[src/rtl/prga_decrypt.sv]
// RC4 pseudo-random generation and decryption stage: walks i/j over the permuted S,
// swaps entries, and XORs each keystream byte with a ciphertext byte from the ROM.
module prga_decrypt #(
    parameter int MSG_LEN  = 32,
    parameter bit CHECK_EN = 1'b1
) (
    input  logic       clk,
    input  logic       reset,
    input  logic       start,
    output logic       finish,
    output logic       busy,
    output logic       key_bad,
    output logic [7:0] s_addr,
    output logic [7:0] s_wr_data,
    output logic       s_rd_start,
    input  logic       s_rd_done,
    input  logic [7:0] s_rd_data,
    output logic       s_wr_start,
    input  logic       s_wr_done,
    output logic [7:0] enc_addr,
    output logic       enc_rd_start,
    input  logic       enc_rd_done,
    input  logic [7:0] enc_rd_data,
    output logic [7:0] dec_addr,
    output logic [7:0] dec_wr_data,
    output logic       dec_wr_start,
    input  logic       dec_wr_done
);

    typedef enum logic [4:0] {
        IDLE, INC_I, RD_SI, WAIT_SI, CALC_J, SET_J, RD_SJ, WAIT_SJ,
        WR_SI, WAIT_WR_SI, WR_SJ, WAIT_WR_SJ, SET_F, RD_F, WAIT_F,
        RD_ENC, WAIT_ENC, CHECK, WR_DEC, WAIT_DEC, NEXT_K, DONE
    } state_t;

    localparam logic [7:0] K_LAST = 8'(MSG_LEN - 1);

    state_t     state_q, state_d;
    logic [7:0] i_q, i_d, j_q, j_d, k_q, k_d;
    logic [7:0] si_q, si_d, sj_q, sj_d, f_q, f_d, c_q, c_d;
    logic [7:0] s_addr_q, s_addr_d, s_wr_data_q, s_wr_data_d;
    logic [7:0] enc_addr_q, enc_addr_d, dec_addr_q, dec_addr_d, dec_wr_data_q, dec_wr_data_d;
    logic       s_rd_start_q, s_rd_start_d, s_wr_start_q, s_wr_start_d;
    logic       enc_rd_start_q, enc_rd_start_d, dec_wr_start_q, dec_wr_start_d;
    logic       finish_q, finish_d, busy_q, busy_d, key_bad_q, key_bad_d;
    logic [7:0] p_s;

    // Acceptable plaintext: lowercase letters and space only.
    function automatic logic is_text(input logic [7:0] b);
        return ((b >= 8'h61) && (b <= 8'h7a)) || (b == 8'h20);
    endfunction

    // Next-state, datapath updates, and strobes decoded from the state being entered.
    always_comb begin
        state_d        = state_q;
        i_d            = i_q;
        j_d            = j_q;
        k_d            = k_q;
        si_d           = si_q;
        sj_d           = sj_q;
        f_d            = f_q;
        c_d            = c_q;
        s_addr_d       = s_addr_q;
        s_wr_data_d    = s_wr_data_q;
        enc_addr_d     = enc_addr_q;
        dec_addr_d     = dec_addr_q;
        dec_wr_data_d  = dec_wr_data_q;
        key_bad_d      = key_bad_q;
        p_s            = f_q ^ c_q;
        case (state_q)
            IDLE: begin
                if (start) begin
                    i_d       = 8'd0;
                    j_d       = 8'd0;
                    k_d       = 8'd0;
                    key_bad_d = 1'b0;
                    state_d   = INC_I;
                end else begin
                    state_d = IDLE;
                end
            end
            INC_I: begin
                i_d      = i_q + 8'd1;
                s_addr_d = i_q + 8'd1;
                state_d  = RD_SI;
            end
            RD_SI:   state_d = WAIT_SI;
            WAIT_SI: begin
                if (s_rd_done) begin
                    si_d    = s_rd_data;
                    state_d = CALC_J;
                end else begin
                    state_d = WAIT_SI;
                end
            end
            CALC_J: begin
                j_d     = j_q + si_q;
                state_d = SET_J;
            end
            SET_J: begin
                s_addr_d = j_q;
                state_d  = RD_SJ;
            end
            RD_SJ:   state_d = WAIT_SJ;
            // Address and data for the first swap write are staged as s[j] arrives.
            WAIT_SJ: begin
                if (s_rd_done) begin
                    sj_d        = s_rd_data;
                    s_addr_d    = i_q;
                    s_wr_data_d = s_rd_data;
                    state_d     = WR_SI;
                end else begin
                    state_d = WAIT_SJ;
                end
            end
            WR_SI:      state_d = WAIT_WR_SI;
            WAIT_WR_SI: begin
                if (s_wr_done) begin
                    s_addr_d    = j_q;
                    s_wr_data_d = si_q;
                    state_d     = WR_SJ;
                end else begin
                    state_d = WAIT_WR_SI;
                end
            end
            WR_SJ:      state_d = WAIT_WR_SJ;
            WAIT_WR_SJ: begin
                if (s_wr_done) begin
                    state_d = SET_F;
                end else begin
                    state_d = WAIT_WR_SJ;
                end
            end
            SET_F: begin
                s_addr_d = si_q + sj_q;
                state_d  = RD_F;
            end
            RD_F:   state_d = WAIT_F;
            WAIT_F: begin
                if (s_rd_done) begin
                    f_d        = s_rd_data;
                    enc_addr_d = k_q;
                    state_d    = RD_ENC;
                end else begin
                    state_d = WAIT_F;
                end
            end
            RD_ENC:   state_d = WAIT_ENC;
            WAIT_ENC: begin
                if (enc_rd_done) begin
                    c_d     = enc_rd_data;
                    state_d = CHECK;
                end else begin
                    state_d = WAIT_ENC;
                end
            end
            CHECK: begin
                if (CHECK_EN && !is_text(p_s)) begin
                    key_bad_d = 1'b1;
                    state_d   = DONE;
                end else begin
                    dec_addr_d    = k_q;
                    dec_wr_data_d = p_s;
                    state_d       = WR_DEC;
                end
            end
            WR_DEC:   state_d = WAIT_DEC;
            WAIT_DEC: begin
                if (dec_wr_done) begin
                    state_d = NEXT_K;
                end else begin
                    state_d = WAIT_DEC;
                end
            end
            NEXT_K: begin
                if (k_q == K_LAST) begin
                    state_d = DONE;
                end else begin
                    k_d     = k_q + 8'd1;
                    state_d = INC_I;
                end
            end
            DONE:    state_d = IDLE;
            default: state_d = IDLE;
        endcase
        s_rd_start_d   = (state_d == RD_SI) || (state_d == RD_SJ) || (state_d == RD_F);
        s_wr_start_d   = (state_d == WR_SI) || (state_d == WR_SJ);
        enc_rd_start_d = (state_d == RD_ENC);
        dec_wr_start_d = (state_d == WR_DEC);
        finish_d       = (state_d == DONE);
        busy_d         = (state_d != IDLE);
    end

    // State and datapath registers with synchronous reset.
    always_ff @(posedge clk) begin
        if (reset) begin
            state_q        <= IDLE;
            i_q            <= 8'd0;
            j_q            <= 8'd0;
            k_q            <= 8'd0;
            si_q           <= 8'd0;
            sj_q           <= 8'd0;
            f_q            <= 8'd0;
            c_q            <= 8'd0;
            s_addr_q       <= 8'd0;
            s_wr_data_q    <= 8'd0;
            enc_addr_q     <= 8'd0;
            dec_addr_q     <= 8'd0;
            dec_wr_data_q  <= 8'd0;
            s_rd_start_q   <= 1'b0;
            s_wr_start_q   <= 1'b0;
            enc_rd_start_q <= 1'b0;
            dec_wr_start_q <= 1'b0;
            finish_q       <= 1'b0;
            busy_q         <= 1'b0;
            key_bad_q      <= 1'b0;
        end else begin
            state_q        <= state_d;
            i_q            <= i_d;
            j_q            <= j_d;
            k_q            <= k_d;
            si_q           <= si_d;
            sj_q           <= sj_d;
            f_q            <= f_d;
            c_q            <= c_d;
            s_addr_q       <= s_addr_d;
            s_wr_data_q    <= s_wr_data_d;
            enc_addr_q     <= enc_addr_d;
            dec_addr_q     <= dec_addr_d;
            dec_wr_data_q  <= dec_wr_data_d;
            s_rd_start_q   <= s_rd_start_d;
            s_wr_start_q   <= s_wr_start_d;
            enc_rd_start_q <= enc_rd_start_d;
            dec_wr_start_q <= dec_wr_start_d;
            finish_q       <= finish_d;
            busy_q         <= busy_d;
            key_bad_q      <= key_bad_d;
        end
    end

    assign finish       = finish_q;
    assign busy         = busy_q;
    assign key_bad      = key_bad_q;
    assign s_addr       = s_addr_q;
    assign s_wr_data    = s_wr_data_q;
    assign s_rd_start   = s_rd_start_q;
    assign s_wr_start   = s_wr_start_q;
    assign enc_addr     = enc_addr_q;
    assign enc_rd_start = enc_rd_start_q;
    assign dec_addr     = dec_addr_q;
    assign dec_wr_data  = dec_wr_data_q;
    assign dec_wr_start = dec_wr_start_q;

endmodule
[config.mk]
export PLATFORM = sky130hd
export DESIGN_NAME = prga_decrypt
export DESIGN_NICKNAME = d
export VERILOG_FILES = /design/src/rtl/prga_decrypt.sv
export SDC_FILE = /design/constraint.sdc
export NUM_CORES = 1
export LEC_CHECK = 0
export CAP_MARGIN = 20
export CORE_MARGIN = 8
export CORE_UTILIZATION = 45
export DETAILED_ROUTE_END_ITERATION = 8
export GPL_TIMING_DRIVEN = 0
export PLACE_DENSITY = 0.66
export SLEW_MARGIN = 20
export SYNTH_ARGS = -nofsm -noshare
export SYNTH_HDL_FRONTEND = slang
export SYNTH_SLANG_ARGS = --single-unit
[constraint.sdc]
create_clock -name clk -period 2 [get_ports clk]
set_input_delay 0.2 -clock clk [delete_from_list [all_inputs] [get_ports clk]]
set_output_delay 0.2 -clock clk [all_outputs]
set_load 0.01 [all_outputs]
==> results.toml, run 1 <==
[timing]
slew_headroom_pct = 48.7
layout_min_cycle_time_ns = 2.14
finClkSkew_ns = 0.0109
rsz0062_at_grt = "yes"
holdWs_ns = 0.371
setup_ws_ns = -0.138
drv_slew = 0
setup_viol = 22
max_freq_mhz = 468
worst_pin_slew_ns = 0.770
finalCritPeriodShare_pct = 107
hold_violations = 0

[synth]
yosys.area.top_type_share_pct = 40.3
yosys-top-cells-area = "dfxtp_1 40%, mux2i_1 10%, nor2_1 7.1%, ha_1 3.7%, xor2_1 2.9%"
yosys_warnings = 0
synthAdderAreaFrac_pct = 4.48
async_flop_share_pct = 0
synthTopCellsByCount = "108 x dfxtp_1, 102 x nor2_1, 54 x mux2i_1, 34 x nand2_1, 31 x a21oi_1"
yosysMostFrequentCell = "dfxtp_1"
synth_cells = 598
synthFlopType = "dfxtp_1"
synth_xor_area_share_pct = 5.06
synthSimpleGateAreaFrac_pct = 21.2
synth_cell_types = 73
synth_edf_count = 0
seq_area_frac_synth_pct = 40.3
syn_nets = 639
synth_area_sq_um = 5370
avgSynthCellArea_sq_um = 8.98
synth_compound_area_share_pct = 14.9
ys_ff_latch = 108
synth_top_area_cell = "dfxtp_1"
synth_mux_area_share_pct = 10.3
synth_top_family_by_area = "simple AND/OR/NAND/NOR gates"

[status]
outcome = "complete, but fails checks"
violations = "negative setup slack"

[drt]
viasPerCell = 5.70
drt_pass1_iterations = 5
vias = 4880
drc = 0
drt_iter0_markers = 481
ant_nets = 0
drt-total-wl_um = 15500
routedWlPerCell_um = 18.1

[clock_network]
cts_tree = "yes"
cts.sink_count = 108
cts_buffer_depth = 2
numCtsBuffers = 9
ctsRootBufferMaster = "clkbuf_16"
clk_pin_slew_worst_paths_ns = 0.07
ctsHoldBuffers = 0
cts.htree.levels = 3
clock_latency_ns = 0.36

[finish]
nets = 745
final_layout_size_suffix_gt1_share_pct = 20.2
nFillCells = 997
diodes = 0
final_cells = 856
syn_to_final_growth_pct = 36.2
fin_area_sq_um = 7310

[critical_path]
worst_r2r_endpoint = "dec_addr[4]"
path_max_fanout = 6
reg2reg_depth = 9
crit_required_ns = 2.23
setup.worst_path.start_class = "register"
crit_path_end_kind = "register"
arrival_ns = 2.37
setup.worst_path.start = "c_q[0]"
critPathKind = "register to register"
crit_end = "dec_addr[4]"
worstReg2RegStart = "c_q[0]"
rrSetupSlack_ns = -0.14

[global_route]
grt_pass1_wl_um = 24100
grt.total_usage_pct = 18.9
overflow = 0
grt_max_degree = 19
antenna_found_initial = 0
grt_pass1_vias = 4746

[worst_hold_path]
holdPathStages = 3
worstHoldPathType = "input port to register"

[floorplan]
fp-row-count = 40
num_io_pins = 70
core_sq_um = 11800
initial_core_util_pct = 45.4
die_y_um = 125
chipWidth_um = 125
die_area_sq_um = 15700

[placed_design]
dp_hpwl_um = 10900
gp_congestion = 0.867
portBuffers = 68
post_dp_cell_area_sq_um = 6230
post-place-cells = 813

[pwr]
seq_power_share_pct = 48.7
p_total_w = 0.00452
internal_power_w = 0.00336
combPwrFrac_pct = 10.6
p_sw_w = 0.00116
p_per_area_nw_per_um2 = 618
ir_drop_mv = 0.524
power_leakage_nw = 2.82
clkPwrFrac_pct = 40.7
p_sw_share_pct = 25.7

[job]
cap_violations = 0
[critical path: stages (launching register included)]
cell       delay [ns]
dfxtp_2          0.35
xor2_4           0.20
buf_6            0.13
a2111oi_4        0.31
a31oi_1          0.10
a211oi_2         0.33
buf_6            0.20
buf_12           0.13
mux2i_2          0.20
nor2_1           0.06
[power by group through the flow]
stage | clock network [W] | logic, W | registers, W
2_1_floorplan | 0 | 0.000248 | 0.00225
3_3_place_gp | 0 | 0.000414 | 0.00225
3_5_place_dp | 0 | 0.000420 | 0.00225
4_1_cts | 0.00186 | 0.000436 | 0.00220
5_1_grt | 0.00195 | 0.000519 | 0.00220
6_report | 0.00184 | 0.000480 | 0.00220
[worst min-delay path by stage]
stage	start	to
final	reset	j_q[6]
after global routing	reset	j_q[6]
after CTS	reset	state_q[4]
after detailed placement	s_addr[6]	s_addr[6]
after global placement	s_addr[6]	s_addr[6]
after floorplan	enc_rd_data[0]	c_q[0]
[metrics by stage]
step           setup TNS [ns]  setup WS, ns  utilization [%]
2_1_floorplan         -0.0352       -0.0298                -
6_report                -1.89        -0.138             61.9
4_1_cts                 -1.10        -0.166             58.1
3_3_place_gp           -19.02        -0.501             52.8
5_1_grt                 -4.24        -0.252             61.9
3_5_place_dp           -20.93        -0.507             52.8
[layout by cell type, fill, tap and decap left out, types with 4 or more instances in the layout]
cell             Yosys  routed
buf_6                3       5
and2_1               5       4
and3_1               7       6
dfxtp_4              0      11
dfxtp_2              0       8
nand2_1             34      32
dfxtp_1            108      89
or3_1                5       5
nand3_1             24      24
clkdlybuf4s50_1      0      68
clkbuf_16            0       9
mux2i_1             54      53
a21oi_2              0       6
a211oi_1            13      11
nand2b_1             4       4
nor2_1             102      99
nand4_1              5       5
nor2b_1              6       4
clkbuf_1            20      15
xnor2_1             13      11
nor3_1               9       6
a22oi_1             11      11
ha_1                16      10
buf_4                1      28
inv_1               13      13
a21o_1               5       5
ha_4                 0       5
nand4b_1             4       4
o21ai_0             11       9
xor2_1              18      14
a21oi_1             31      24
[sequential cells by signal (all words and copies together) (netlist names), 8 cells and up]
register,flops
sj_q,8
f_q,8
j_q,8
dec_wr_data,8
si_q,8
s_addr,8
enc_addr,8
i_q,8
dec_addr,8
k_q,8
s_wr_data,8
c_q,8
[what timing repair did]
item / in CTS / in global routing
gates cloned: 1 / 0
buffers inserted: 13 / 17
resized for setup: 49 / 74
pin swaps: 18 / 37
setup endpoints to repair: 81 / 76
[cell type report]
cell class	count	area, sq um	share of cell area, %
Tap cell	147	184	2.52
Multi-Input combinational cell	445	3420	46.8
Clock inverter	6	71.3	0.976
Inverter	13	48.8	0.668
Clock buffer	10	229	3.13
Timing Repair Buffer	99	986	13.5
Buffer	28	159	2.17
Sequential cell	108	2210	30.3
[kinds of logic (layout without fill, tap and decap cells)]
kind of cell | Yosys count | in the layout
xor gates and xnor gates | 31 | 31
buffers and inverters | 45 | 156
adders and majority gates | 18 | 18
and+or+nand+nor | 230 | 230
AOI/OAI and AO/OA | 111 | 111
muxes | 55 | 55
DFF | 108 | 108
[routing by layer]
layer	share of wire [%]	wire (um)	GRT usage, %	up-vias
met5	0	0	0	-
met4	2.4	367	8.38	0
met3	5.7	881	5.69	26
met2	49	7630	31.3	143
met1	43	6590	22.3	2372
li1	-	-	-	2339
Power figures use the tool's default switching activity.
==> run 2: changes to the inputs <==
--- a/config.mk
+++ b/config.mk
@@ -15,3 +15,4 @@
 export SYNTH_ARGS = -nofsm -noshare
 export SYNTH_HDL_FRONTEND = slang
 export SYNTH_SLANG_ARGS = --single-unit
+export TNS_END_PERCENT = 50
==> run 2 against run 1 <==
Compared with the run above: largest cell class unchanged; largest power group unchanged; register-to-register slack worse by 0.07 ns; utilization is 1.0 points higher; die area stayed put; flip-flop and latch count stayed put; routed wire length is 1.9% higher; the flow still finishes with violations (negative setup slack); total power is 2.3% lower; setup slack worse by 0.069 ns.
==> results.toml, run 2 (synthesized netlist as in run 1, its figures left out) <==
[finish]
final_cell_mix = "96 x nor2_1, 87 x dfxtp_1, 68 x clkdlybuf4s50_1"
multi_input_area_sq_um = 3470
syn_to_final_growth_pct = 38.3
utilization_pct = 62.9
fin_area_sq_um = 7430
diodes = 0
final-seq-area_sq_um = 2210
nFillCells = 1015
nets = 755
final_layout_size_suffix_gt1_share_pct = 22.4
final_common_cell = "nor2_1"

[floorplan]
die_area_sq_um = 15700
chipWidth_um = 125
core_sq_um = 11800
die_y_um = 125
fp-row-count = 40
initial_core_util_pct = 45.4
num_io_pins = 70

[timing]
hold_violations = 0
finClkSkew_ns = 0.0117
layout_min_cycle_time_ns = 2.21
setup_ws_ns = -0.208
drv_slew = 0
max_freq_mhz = 453
finalCritPeriodShare_pct = 110
worst_pin_slew_ns = 0.821
slew_headroom_pct = 45.3
setup_viol = 21
rsz0062_at_grt = "yes"
setup_tns_ns = -2.57

[worst_hold_path]
holdPathStages = 3
worstHoldPathType = "input port to register"
min_to = "j_q[6]"
min_from = "reset"

[critical_path]
crit_path_end_kind = "register"
cpPeakStageDelay_ns = 0.37
rrSetupSlack_ns = -0.21
crit_chain = "xor2_4, buf_6, a2111oi_4, a31oi_1, a211oi_2, buf_6, buf_6, buf_12, mux2i_2, nor2_1"
setup.worst_path.start_class = "register"
path_max_fanout = 6
arrival_ns = 2.44
worst_r2r_endpoint = "dec_addr[4]"
critPathKind = "register to register"
crit_required_ns = 2.23
reg2reg_depth = 10
path_buf_inv = 4
cpLargestDelayFamily = "compound AO/OA/AOI/OAI gates"
crit_top_cell = "buf_6"
cpMaxStageDelayCell = "dfxtp_4"
worstReg2RegStart = "c_q[0]"

[clock_network]
cts_tree = "yes"
ctsRootBufferMaster = "clkbuf_16"
cts.htree.levels = 3
ctsHoldBuffers = 0
cts_buffer_depth = 2
clock_latency_ns = 0.36
clk_pin_slew_worst_paths_ns = 0.07
cts.sink_count = 108
numCtsBuffers = 9

[global_route]
grt_util_met2_pct = 33.7
overflow = 0
top_usage_layer = "met2"
grt_pass1_vias = 4900
grt.total_usage_pct = 19.5
grt_max_degree = 18
met3_usage_pct = 5.27
use_met1_pct = 22.7
antenna_found_initial = 0
grt_pass1_wl_um = 24900

[drt]
viasPerCell = 5.64
ant_nets = 0
vias = 4880
drc = 0
drt_pass1_iterations = 8
drt_iter0_markers = 268
routedWlPerCell_um = 18.2
drt-total-wl_um = 15800

[pwr]
power_leakage_nw = 2.87
p_sw_share_pct = 25.6
clkPwrFrac_pct = 38.5
combPwrFrac_pct = 11.7
p_per_area_nw_per_um2 = 594
ir_drop_mv = 0.458
internal_power_w = 0.00328
seq_power_share_pct = 49.8
p_sw_w = 0.00113

[placed_design]
portBuffers = 68
post_dp_cell_area_sq_um = 6230
place_ws_ns = -0.517
gp_congestion = 0.867
dp_hpwl_um = 10900

[status]
outcome = "complete, but fails checks"
violations = "negative setup slack"

[job]
cap_violations = 0
==> run 2: cell count changes in the layout (fill, tap and decap cells not counted), moves of 3 or more <==
| cell | delta |
|---|---|
| buf_6 | +11 |
| dfxtp_2 | +6 |
| dfxtp_4 | -4 |
| nor2_2 | +4 |
| nor2_1 | -3 |
==> run 2: power groups by stage <==
stage	combinational [W]	clock, W	sequential (W)
2_1_floorplan	0.000248	0	0.00225
6_report	0.000517	0.00170	0.00220
5_1_grt	0.000556	0.00181	0.00220
3_3_place_gp	0.000414	0	0.00225
4_1_cts	0.000453	0.00171	0.00220
3_5_place_dp	0.000420	0	0.00225
==> run 2: worst max-delay path by stage <==
stage | startpoint | end | slack [ns] | cells past startpoint
after floorplan | state_q[0] | s_wr_start | -0.03 | 7
after global placement | state_q[3] | s_wr_start | -0.50 | 7
after detailed placement | s_rd_done | s_rd_start | -0.52 | 8
after CTS | i_q[0] | s_addr[6] | -0.17 | 7
after global routing | c_q[0] | dec_addr[3] | -0.28 | 10
final | c_q[0] | dec_addr[4] | -0.21 | 10
==> run 2: layer usage <==
layer  vias to the layer above  share of wire [%]  wire length [um]
li1                       2360                  -                 -
met1                      2354                 43              6750
met2                       139                 49              7780
met3                        27                5.9               934
met4                         0                1.9               295
met5                         -                  0                 0
==> run 2: final cells by class <==
class / instances / area share, %
tap: 147 / 2.48
clock inverter: 4 / 0.438
multi-input combinational: 445 / 46.8
clock buffer: 12 / 3.32
sequential: 108 / 29.7
inverter: 13 / 0.657
buffer: 28 / 2.38
timing repair buffer: 109 / 14.3
==> run 2: per-stage QoR <==
step | total power [W] | instances | hold WS [ns]
2_1_floorplan | 0.00250 | 598 | 0.344
3_3_place_gp | 0.00266 | 813 | 0.445
3_5_place_dp | 0.00267 | 813 | 0.451
4_1_cts | 0.00436 | 847 | 0.382
5_1_grt | 0.00456 | 866 | 0.415
6_report | 0.00441 | 866 | 0.394
==> run 2: repair_timing <==
item | 4_1_cts | 5_1_grt
pin swaps | 20 | 32
setup buffers | 20 | 21
resized for setup | 78 | 67
endpoints found under the setup margin | 78 | 79
==> run 2: tightest hold or removal path, stage by stage <==
cell	delay, ns
clkbuf_1	0.21
inv_1	0.13
a311o_1	0.17
==> run 3: changes to the inputs <==
--- a/config.mk
+++ b/config.mk
@@ -7,10 +7,10 @@
 export LEC_CHECK = 0
 export CAP_MARGIN = 20
 export CORE_MARGIN = 8
-export CORE_UTILIZATION = 45
+export CORE_UTILIZATION = 50
 export DETAILED_ROUTE_END_ITERATION = 8
 export GPL_TIMING_DRIVEN = 0
-export PLACE_DENSITY = 0.66
+export PLACE_DENSITY = 0.72
 export SLEW_MARGIN = 20
 export SYNTH_ARGS = -nofsm -noshare
 export SYNTH_HDL_FRONTEND = slang
==> run 3 against run 2 <==
Compared with the run above: the run still ends with negative setup slack left; combinational power shrank 6.6%; routed wire length shrank 3.5%; via count down 0.76%; clock power shrank 14%; critical endpoint is now enc_rd_start.
==> results.toml, run 3 (synthesized netlist as in run 1, its figures left out) <==
[status]
outcome = "complete, but fails checks"
violations = "negative setup slack"

[timing]
finClkSkew_ns = 0.0127
rsz0062_at_grt = "yes"
worst_pin_slew_ns = 0.693
slew_headroom_pct = 53.8
setup_ws_ns = -0.102
layout_min_cycle_time_ns = 2.10
setup_viol = 24
finalCritPeriodShare_pct = 105
max_freq_mhz = 476
drv_slew = 0
hold_violations = 0
setup_tns_ns = -1.29

[critical_path]
arrival_ns = 2.40
path_max_fanout = 6
worstReg2RegStart = "state_q[3]"
critPathKind = "register to register"
reg2reg_depth = 6
crit_path_end_kind = "register"
crit_required_ns = 2.30
setup.worst_path.start_class = "register"
cpMaxStageDelayCell = "or4_4"
crit_chain = "or4b_4, or4_4, buf_4, o2111ai_4, a21oi_1, nor4_1"
rrSetupSlack_ns = -0.10
worst_r2r_endpoint = "enc_rd_start"
cpPeakStageDelay_ns = 0.55

[drt]
drt_pass1_iterations = 6
drt_iter0_markers = 441
routedWlPerCell_um = 18.0
ant_nets = 0
viasPerCell = 5.74
route.met2.wl_um = 7590
drc = 0
vias = 4843
dr_wl_met3_um = 970
highest_layer = "met4"
drt-met1-wl_um = 6350
drt-total-wl_um = 15200

[floorplan]
chipWidth_um = 120
die_y_um = 120
die_area_sq_um = 14300
core_sq_um = 10700
num_io_pins = 70
fp-row-count = 38
initial_core_util_pct = 50.4

[clock_network]
ctsRootBufferMaster = "clkbuf_8"
clock_latency_ns = 0.39
cts.htree.levels = 3
cts_buffer_depth = 2
ctsHoldBuffers = 0
cts_tree = "yes"
clk_pin_slew_worst_paths_ns = 0.10
cts.sink_count = 108
numCtsBuffers = 9

[placed_design]
place_ws_ns = -0.456
dp_hpwl_um = 10900
portBuffers = 68
post-place-cells = 806
gp_congestion = 0.886

[pwr]
power_leakage_nw = 2.76
ir_drop_mv = 0.584
p_per_area_nw_per_um2 = 583
p_total_w = 0.00415

[finish]
nets = 742
diodes = 0
final_cells = 844
final_common_cell = "nor2_1"
syn_to_final_growth_pct = 32.4
final_cell_mix = "100 x nor2_1, 87 x dfxtp_1, 68 x clkdlybuf4s50_1"
final_layout_size_suffix_gt1_share_pct = 20.5

[job]
cap_violations = 0

[worst_hold_path]
holdPathStages = 3
min_from = "reset"
worstHoldPathType = "input port to register"
min_to = "j_q[6]"

[global_route]
grt.total_usage_pct = 20.9
grt_max_degree = 18
grt_pass1_vias = 4777
antenna_found_initial = 0
overflow = 0
grt_pass1_wl_um = 24300
## run 3: changes by cell type in the layout (fill, tap and decap cells not counted), moves of 3 or more
cell,before,now
nor2_2,6,3
nor2_1,96,100
clkbuf_8,2,9
buf_6,16,6
clkbuf_16,9,0
## run 3: what timing repair did
item / 4_1_cts / 5_1_grt
pin swaps: 20 / 16
endpoints found under the setup margin: 77 / 75
setup buffers: 18 / 10
endpoints found under the hold margin: 0 / 0
resized for setup: 80 / 35
cloned: 1 / 0
## run 3: metal layers
metal / track usage (%) / vias to the layer above
met5: 0 / -
met4: 6.25 / 0
met3: 6.15 / 29
met2: 36.2 / 145
met1: 24.4 / 2326
li1: - / 2343
## run 3: report_power, final
group	switching [W]	internal (W)
Combinational	0.000278	0.000205
Clock	0.000764	0.000701
Sequential	0.0000293	0.00217
Total	0.00107	0.00307
## run 3: worst max path at each step
stage / endpoint / cells past startpoint / startpoint / slack [ns]
floorplan: s_wr_start / 7 / state_q[0] / -0.03
global placement: s_wr_start / 7 / state_q[3] / -0.47
detailed placement: s_wr_start / 7 / state_q[3] / -0.46
CTS: s_wr_start / 6 / state_q[3] / -0.09
global route: dec_addr[5] / 8 / c_q[4] / -0.20
finish: enc_rd_start / 6 / state_q[3] / -0.10
## run 3: layout make-up
class / instances / area [sq um]
Clock inverter: 5 / 86.3
Tap cell: 140 / 175
Inverter: 13 / 48.8
Multi-Input combinational cell: 445 / 3370
Timing Repair Buffer: 96 / 935
Clock buffer: 9 / 124
Fill cell: 861 / 3540
Buffer: 28 / 159
Sequential cell: 108 / 2210
## run 3: critical path: cells and delay by family, from the launching register on
family | cells | cell delay [ns]
AND/OR/NAND/NOR | 3 | 1.27
AO/OA/AOI/OAI | 2 | 0.20
buffers and inverters | 1 | 0.16
flip-flops | 1 | 0.38
## run 3: through the flow
stage,utilization (%),area [sq um],hold slack (ns)
after global placement,58.5,6230,0.443
after detailed placement,58.5,6230,0.447
final,66.7,7110,0.334
after CTS,65.0,6930,0.325
after global routing,66.7,7110,0.376
after floorplan,-,5370,0.344
